===== config.mk =====
export PLATFORM = sky130hd
export DESIGN_NAME = ex_operand_select
export DESIGN_NICKNAME = d
export VERILOG_FILES = /design/src/rtl/ex_pkg.sv /design/src/rtl/ex_skid_buffer.sv /design/src/rtl/ex_operand_select.sv
export SDC_FILE = /design/constraint.sdc
export NUM_CORES = 1
export LEC_CHECK = 0
export ABC_AREA = 1
export BUFFER_PORTS_ARGS = -buffer_cell sky130_fd_sc_hd__buf_2
export CORE_ASPECT_RATIO = 1.5
export CORE_MARGIN = 4
export CORE_UTILIZATION = 42
export DETAILED_ROUTE_END_ITERATION = 8
export PLACE_DENSITY = 0.71
export SYNTH_ARGS = -nofsm -noshare
export SYNTH_HDL_FRONTEND = slang
export SYNTH_SLANG_ARGS = --single-unit
export TNS_END_PERCENT = 100

===== constraint.sdc =====
create_clock -name clk -period 1.54 [get_ports clk]
set_input_delay 0.154 -clock clk [delete_from_list [all_inputs] [get_ports clk]]
set_output_delay 0.154 -clock clk [all_outputs]
set_load 0.01 [all_outputs]

===== src/rtl/ex_pkg.sv =====
// Shared EX-stage definitions: operand source encodings and default widths.
// Imported by the operand selector and by anything decoding out_sel.
package ex_pkg;

  localparam int EX_WIDTH   = 32;
  localparam int EX_NUM_SRC = 4;

  typedef enum logic [1:0] {
    SRC_REG     = 2'd0,
    SRC_IMM     = 2'd1,
    SRC_FWD_MEM = 2'd2,
    SRC_FWD_WB  = 2'd3
  } src_e;

endpackage


===== src/rtl/ex_skid_buffer.sv =====
// Two-entry valid/ready skid buffer: main register drives the outputs,
// skid entry absorbs the one item accepted while in_ready is registered high.
module ex_skid_buffer #(
  parameter int W = 8
) (
  input  logic         clk,
  input  logic         rst_n,
  input  logic         in_valid,
  output logic         in_ready,
  input  logic [W-1:0] in_data,
  input  logic         flush,
  output logic         out_valid,
  input  logic         out_ready,
  output logic [W-1:0] out_data
);

  typedef enum logic [1:0] {
    S_EMPTY = 2'd0,
    S_ONE   = 2'd1,
    S_FULL  = 2'd2
  } state_e;

  state_e       state_q;
  logic [W-1:0] main_q;
  logic [W-1:0] skid_q;
  logic         vld_q;
  logic         rdy_q;
  logic         accept;

  assign accept    = in_valid & rdy_q;
  assign in_ready  = rdy_q;
  assign out_valid = vld_q;
  assign out_data  = main_q;

  // in_ready/out_valid are registered copies of the next state
  always_ff @(posedge clk or negedge rst_n) begin
    if (!rst_n) begin
      state_q <= S_EMPTY;
      main_q  <= '0;
      skid_q  <= '0;
      vld_q   <= 1'b0;
      rdy_q   <= 1'b1;
    end else if (flush) begin
      state_q <= S_EMPTY;
      vld_q   <= 1'b0;
      rdy_q   <= 1'b1;
    end else begin
      unique case (state_q)
        S_EMPTY: begin
          if (accept) begin
            main_q  <= in_data;
            state_q <= S_ONE;
            vld_q   <= 1'b1;
          end
        end
        S_ONE: begin
          if (accept && out_ready) begin
            main_q <= in_data;
          end else if (accept) begin
            skid_q  <= in_data;
            state_q <= S_FULL;
            rdy_q   <= 1'b0;
          end else if (out_ready) begin
            state_q <= S_EMPTY;
            vld_q   <= 1'b0;
          end
        end
        S_FULL: begin
          if (out_ready) begin
            main_q  <= skid_q;
            state_q <= S_ONE;
            rdy_q   <= 1'b1;
          end
        end
        default: begin
          state_q <= S_EMPTY;
          vld_q   <= 1'b0;
          rdy_q   <= 1'b1;
        end
      endcase
    end
  end

endmodule


===== src/rtl/ex_operand_select.sv =====
// EX-stage N:1 operand selector feeding a registered, flow-controlled
// skid stage; out_sel travels alongside the operand it produced.
module ex_operand_select
  import ex_pkg::*;
#(
  parameter  int WIDTH   = EX_WIDTH,
  parameter  int NUM_SRC = EX_NUM_SRC,
  localparam int SEL_W   = $clog2(NUM_SRC)
) (
  input  logic                     clk,
  input  logic                     rst_n,
  input  logic                     in_valid,
  output logic                     in_ready,
  input  logic [SEL_W-1:0]         sel,
  input  logic [NUM_SRC*WIDTH-1:0] in_data,
  input  logic                     flush,
  output logic                     out_valid,
  input  logic                     out_ready,
  output logic [WIDTH-1:0]         out_data,
  output logic [SEL_W-1:0]         out_sel
);

  localparam int PW = WIDTH + SEL_W;

  logic [WIDTH-1:0] chosen;
  logic [PW-1:0]    pl_in;
  logic [PW-1:0]    pl_out;

  // Unmatched indices (sel >= NUM_SRC) fall through to zero
  always_comb begin
    chosen = '0;
    for (int k = 0; k < NUM_SRC; k++) begin
      if (SEL_W'(k) == sel) begin
        chosen = in_data[k*WIDTH +: WIDTH];
      end
    end
  end

  assign pl_in = {sel, chosen};

  ex_skid_buffer #(
    .W(PW)
  ) u_skid (
    .clk      (clk),
    .rst_n    (rst_n),
    .in_valid (in_valid),
    .in_ready (in_ready),
    .in_data  (pl_in),
    .flush    (flush),
    .out_valid(out_valid),
    .out_ready(out_ready),
    .out_data (pl_out)
  );

  assign out_sel  = pl_out[PW-1 -: SEL_W];
  assign out_data = pl_out[WIDTH-1:0];

endmodule

==> flow_summary.json <==
{
  "rows": 44,
  "gr-total-overflow": 0,
  "reg2regPathDepth": 6,
  "drive_above_1_share_pct": 27.64,
  "busiest_layer": "met2",
  "wl_per_cell_um": 14.13,
  "fin_worst_skew_ps": 3.553,
  "drtPass1Iterations": 4,
  "post-route-util_pct": 57.00,
  "drtIter0Drc": 201,
  "fp.dieW_um": 89.15,
  "r2r_start": "u_skid.in_ready$_DFFE_PN1P_",
  "coreArea_sq_um": 9689,
  "synth_top_area_cell": "dfrtp_1",
  "htree_num_levels": 3,
  "p_sw_share_pct": 33.15,
  "whs_ps": 154.2,
  "rsz0062_at_grt": "yes",
  "synth_top_area_share_pct": 42.82,
  "clockRootBuffer": "clkbuf_16",
  "syn_area_per_cell_sq_um": 6.724,
  "async_flop_share_pct": 100.0,
  "num_antenna_cells": 0,
  "ant_nets": 0,
  "grt_pass1_wl_um": 20070,
  "min_period_over_period_pct": 96.03,
  "grt_pass1_vias": 4457,
  "endpoint": "u_skid.skid_q[4]$_DFFE_PN0P_",
  "hold_viol": 0,
  "ys_seq_area_share_pct": 43.46,
  "syn_inst": 617,
  "route.detailed.drc": 0,
  "areaGrowthSynthToFinish_pct": 33.11,
  "place_area_sq_um": 5187,
  "clkPwrFrac_pct": 29.1,
  "outcome": "complete, no violations",
  "postCtsSetupBuffers": 0,
  "max-vdd-ir-drop_uv": 720.6,
  "cts_tree": "done",
  "hold_class": "primary input to flop",
  "finalWirelength_um": 12720,
  "r2r-end": "u_skid.skid_q[4]$_DFFE_PN0P_",
  "grt_max_degree": 69,
  "hpwl_um": 9377,
  "setup_tns_ps": 0,
  "r2r_slack_ps": 60,
  "maxCapViolations": 0,
  "crit_start": "u_skid.in_ready$_DFFE_PN1P_",
  "period_needed_ps": 1479,
  "cp_max_fo": 58,
  "p_int_w": 0.005103,
  "drv_slew": 0,
  "gp_congestion": 0.9050,
  "place.port_buffers": 170,
  "whs_path_depth": 2,
  "met3_usage_pct": 3.348,
  "viasPerCell": 5.157,
  "die_h_um": 129.7,
  "power.switching_w": 0.002531,
  "ys_types": 18,
  "worstPathRequired_ps": 1740,
  "track_usage_pct": 22.18,
  "synth-seq-cells": 72,
  "dp.cells": 883,
  "ys_warn_count": 0,
  "synthesis.area_sq_um": 4149,
  "vias": 4641,
  "synth_common_cells": "nand2_1 (245), nor2_1 (73), dfrtp_1 (71), nand3_1 (69), o21ai_1 (53)",
  "cts.sinks": 72,
  "final_cell_area_sq_um": 5523,
  "seqPwrFrac_pct": 41.2,
  "antenna_found_initial": 0,
  "use_met1_pct": 25.85,
  "timing.fmax_mhz": 676.2,
  "ys.flop_type": "dfrtp_1",
  "syn_nets": 752,
  "pwr-share-comb_pct": 29.7,
  "synth_most_common_cell": "nand2_1",
  "critical_path_class": "flop to flop",
  "start_util_pct": 42.82,
  "end_kind": "flop",
  "clk_latency_ps": 330,
  "slew-limit-headroom_pct": 75.76,
  "fin_nets": 915,
  "p_leak_nw": 3.134,
  "netlist_top_cells_area": "dfrtp_1 (43%), nand2_1 (22%), nand3_1 (8.3%)",
  "tightest_slew_ps": 363.6,
  "path_clk_slew_ps": 60,
  "met2_usage_pct": 38.78,
  "start_kind": "flop",
  "die-area_sq_um": 11570,
  "numCtsBuffers": 9,
  "synth-edff-count": 0,
  "stdcell_count": 900,
  "cp_data_arrival_time_ps": 1680,
  "finalSetupViolations": 0,
  "pin_count": 171,
  "p_per_area_nw_per_um2": 1382,
  "cts_buffer_depth": 2
}
[repair_timing]
item | in CTS | in global routing
gates resized for setup | 0 | 1
setup endpoints to repair | 0 | 26
hold buffers | 1 | 0
endpoints found under the hold margin | 23 | 0
[worst min-delay path by stage]
stage               start                              end  slack [ps]
floorplan           rst_n   u_skid.out_data[0]$_DFFE_PN0P_        -140
global placement    rst_n  u_skid.out_data[12]$_DFFE_PN0P_          90
detailed placement  rst_n  u_skid.out_data[16]$_DFFE_PN0P_         100
CTS                 flush      u_skid.in_ready$_DFFE_PN1P_         140
global route        flush      u_skid.in_ready$_DFFE_PN1P_         180
finish              flush      u_skid.in_ready$_DFFE_PN1P_         150
[power by group through the flow]
stage,registers [W],clock network (W),logic (W)
CTS,0.00315,0.00226,0.00230
floorplan,0.00325,0,0.00117
finish,0.00315,0.00222,0.00227
global placement,0.00314,0,0.00218
global route,0.00325,0.00234,0.00260
detailed placement,0.00317,0,0.00228
[per-stage QoR]
stage	setup slack, ps	total power, W
after floorplan	121.9	0.004419
after global placement	146.6	0.005322
after detailed placement	81.90	0.005447
after CTS	32.91	0.007721
after global routing	-30.90	0.008198
final	61.16	0.007633
[state kept, by name, indices dropped and copies added, names as in the netlist]
signal / flops
u_skid.in_ready: 1
u_skid.out_data: 34
u_skid.out_valid: 1
u_skid.skid_q: 34
u_skid.state_q: 2
[cells by family (layout without fill, tap and decap cells)]
logic type      Yosys count  count (layout)  share of synthesized area, %
compound gates           76              76                         9.258
buf+inv                  47             215                         4.915
flops                    72              72                         43.46
simple gates            422             422                         42.37
[metal layers]
metal  share of wire, %  vias to the layer above
li1                   -                     2287
met1                 38                     2145
met2                 52                      176
met3                6.8                       33
met4                3.6                        0
met5                  0                        -
[cells in the final DEF, fill, tap and decap left out, drive strengths merged]
master,instances
o31a,1
inv,6
dfstp,1
nand2,247
clkinv,3
dfrtp,71
nand3,69
a21oi,1
dlygate4sd3,1
clkbuf,10
bufinv,2
clkinvlp,1
o21ai,74
buf,192
nor2,74
or2,32
[critical path, cell delays in order (launching register included)]
cell and delay, ps:
dfstp_2 530, nand2_1 110, nor2_1 190, nand3_2 130, buf_12 210, nand2_1 80, o21ai_1 60
[area by class of cell]
| cell class | count | area (sq um) |
|---|---|---|
| clock inverters | 6 | 82.58 |
| well taps | 115 | 143.9 |
| repair buffers | 193 | 1082 |
| flip-flops and latches | 72 | 1803 |
| multi-input cells | 498 | 2150 |
| clock buffers | 10 | 239.0 |
| inverters | 6 | 22.52 |
| fillers | 916 | 4167 |
(Power assumes the default switching activity.)
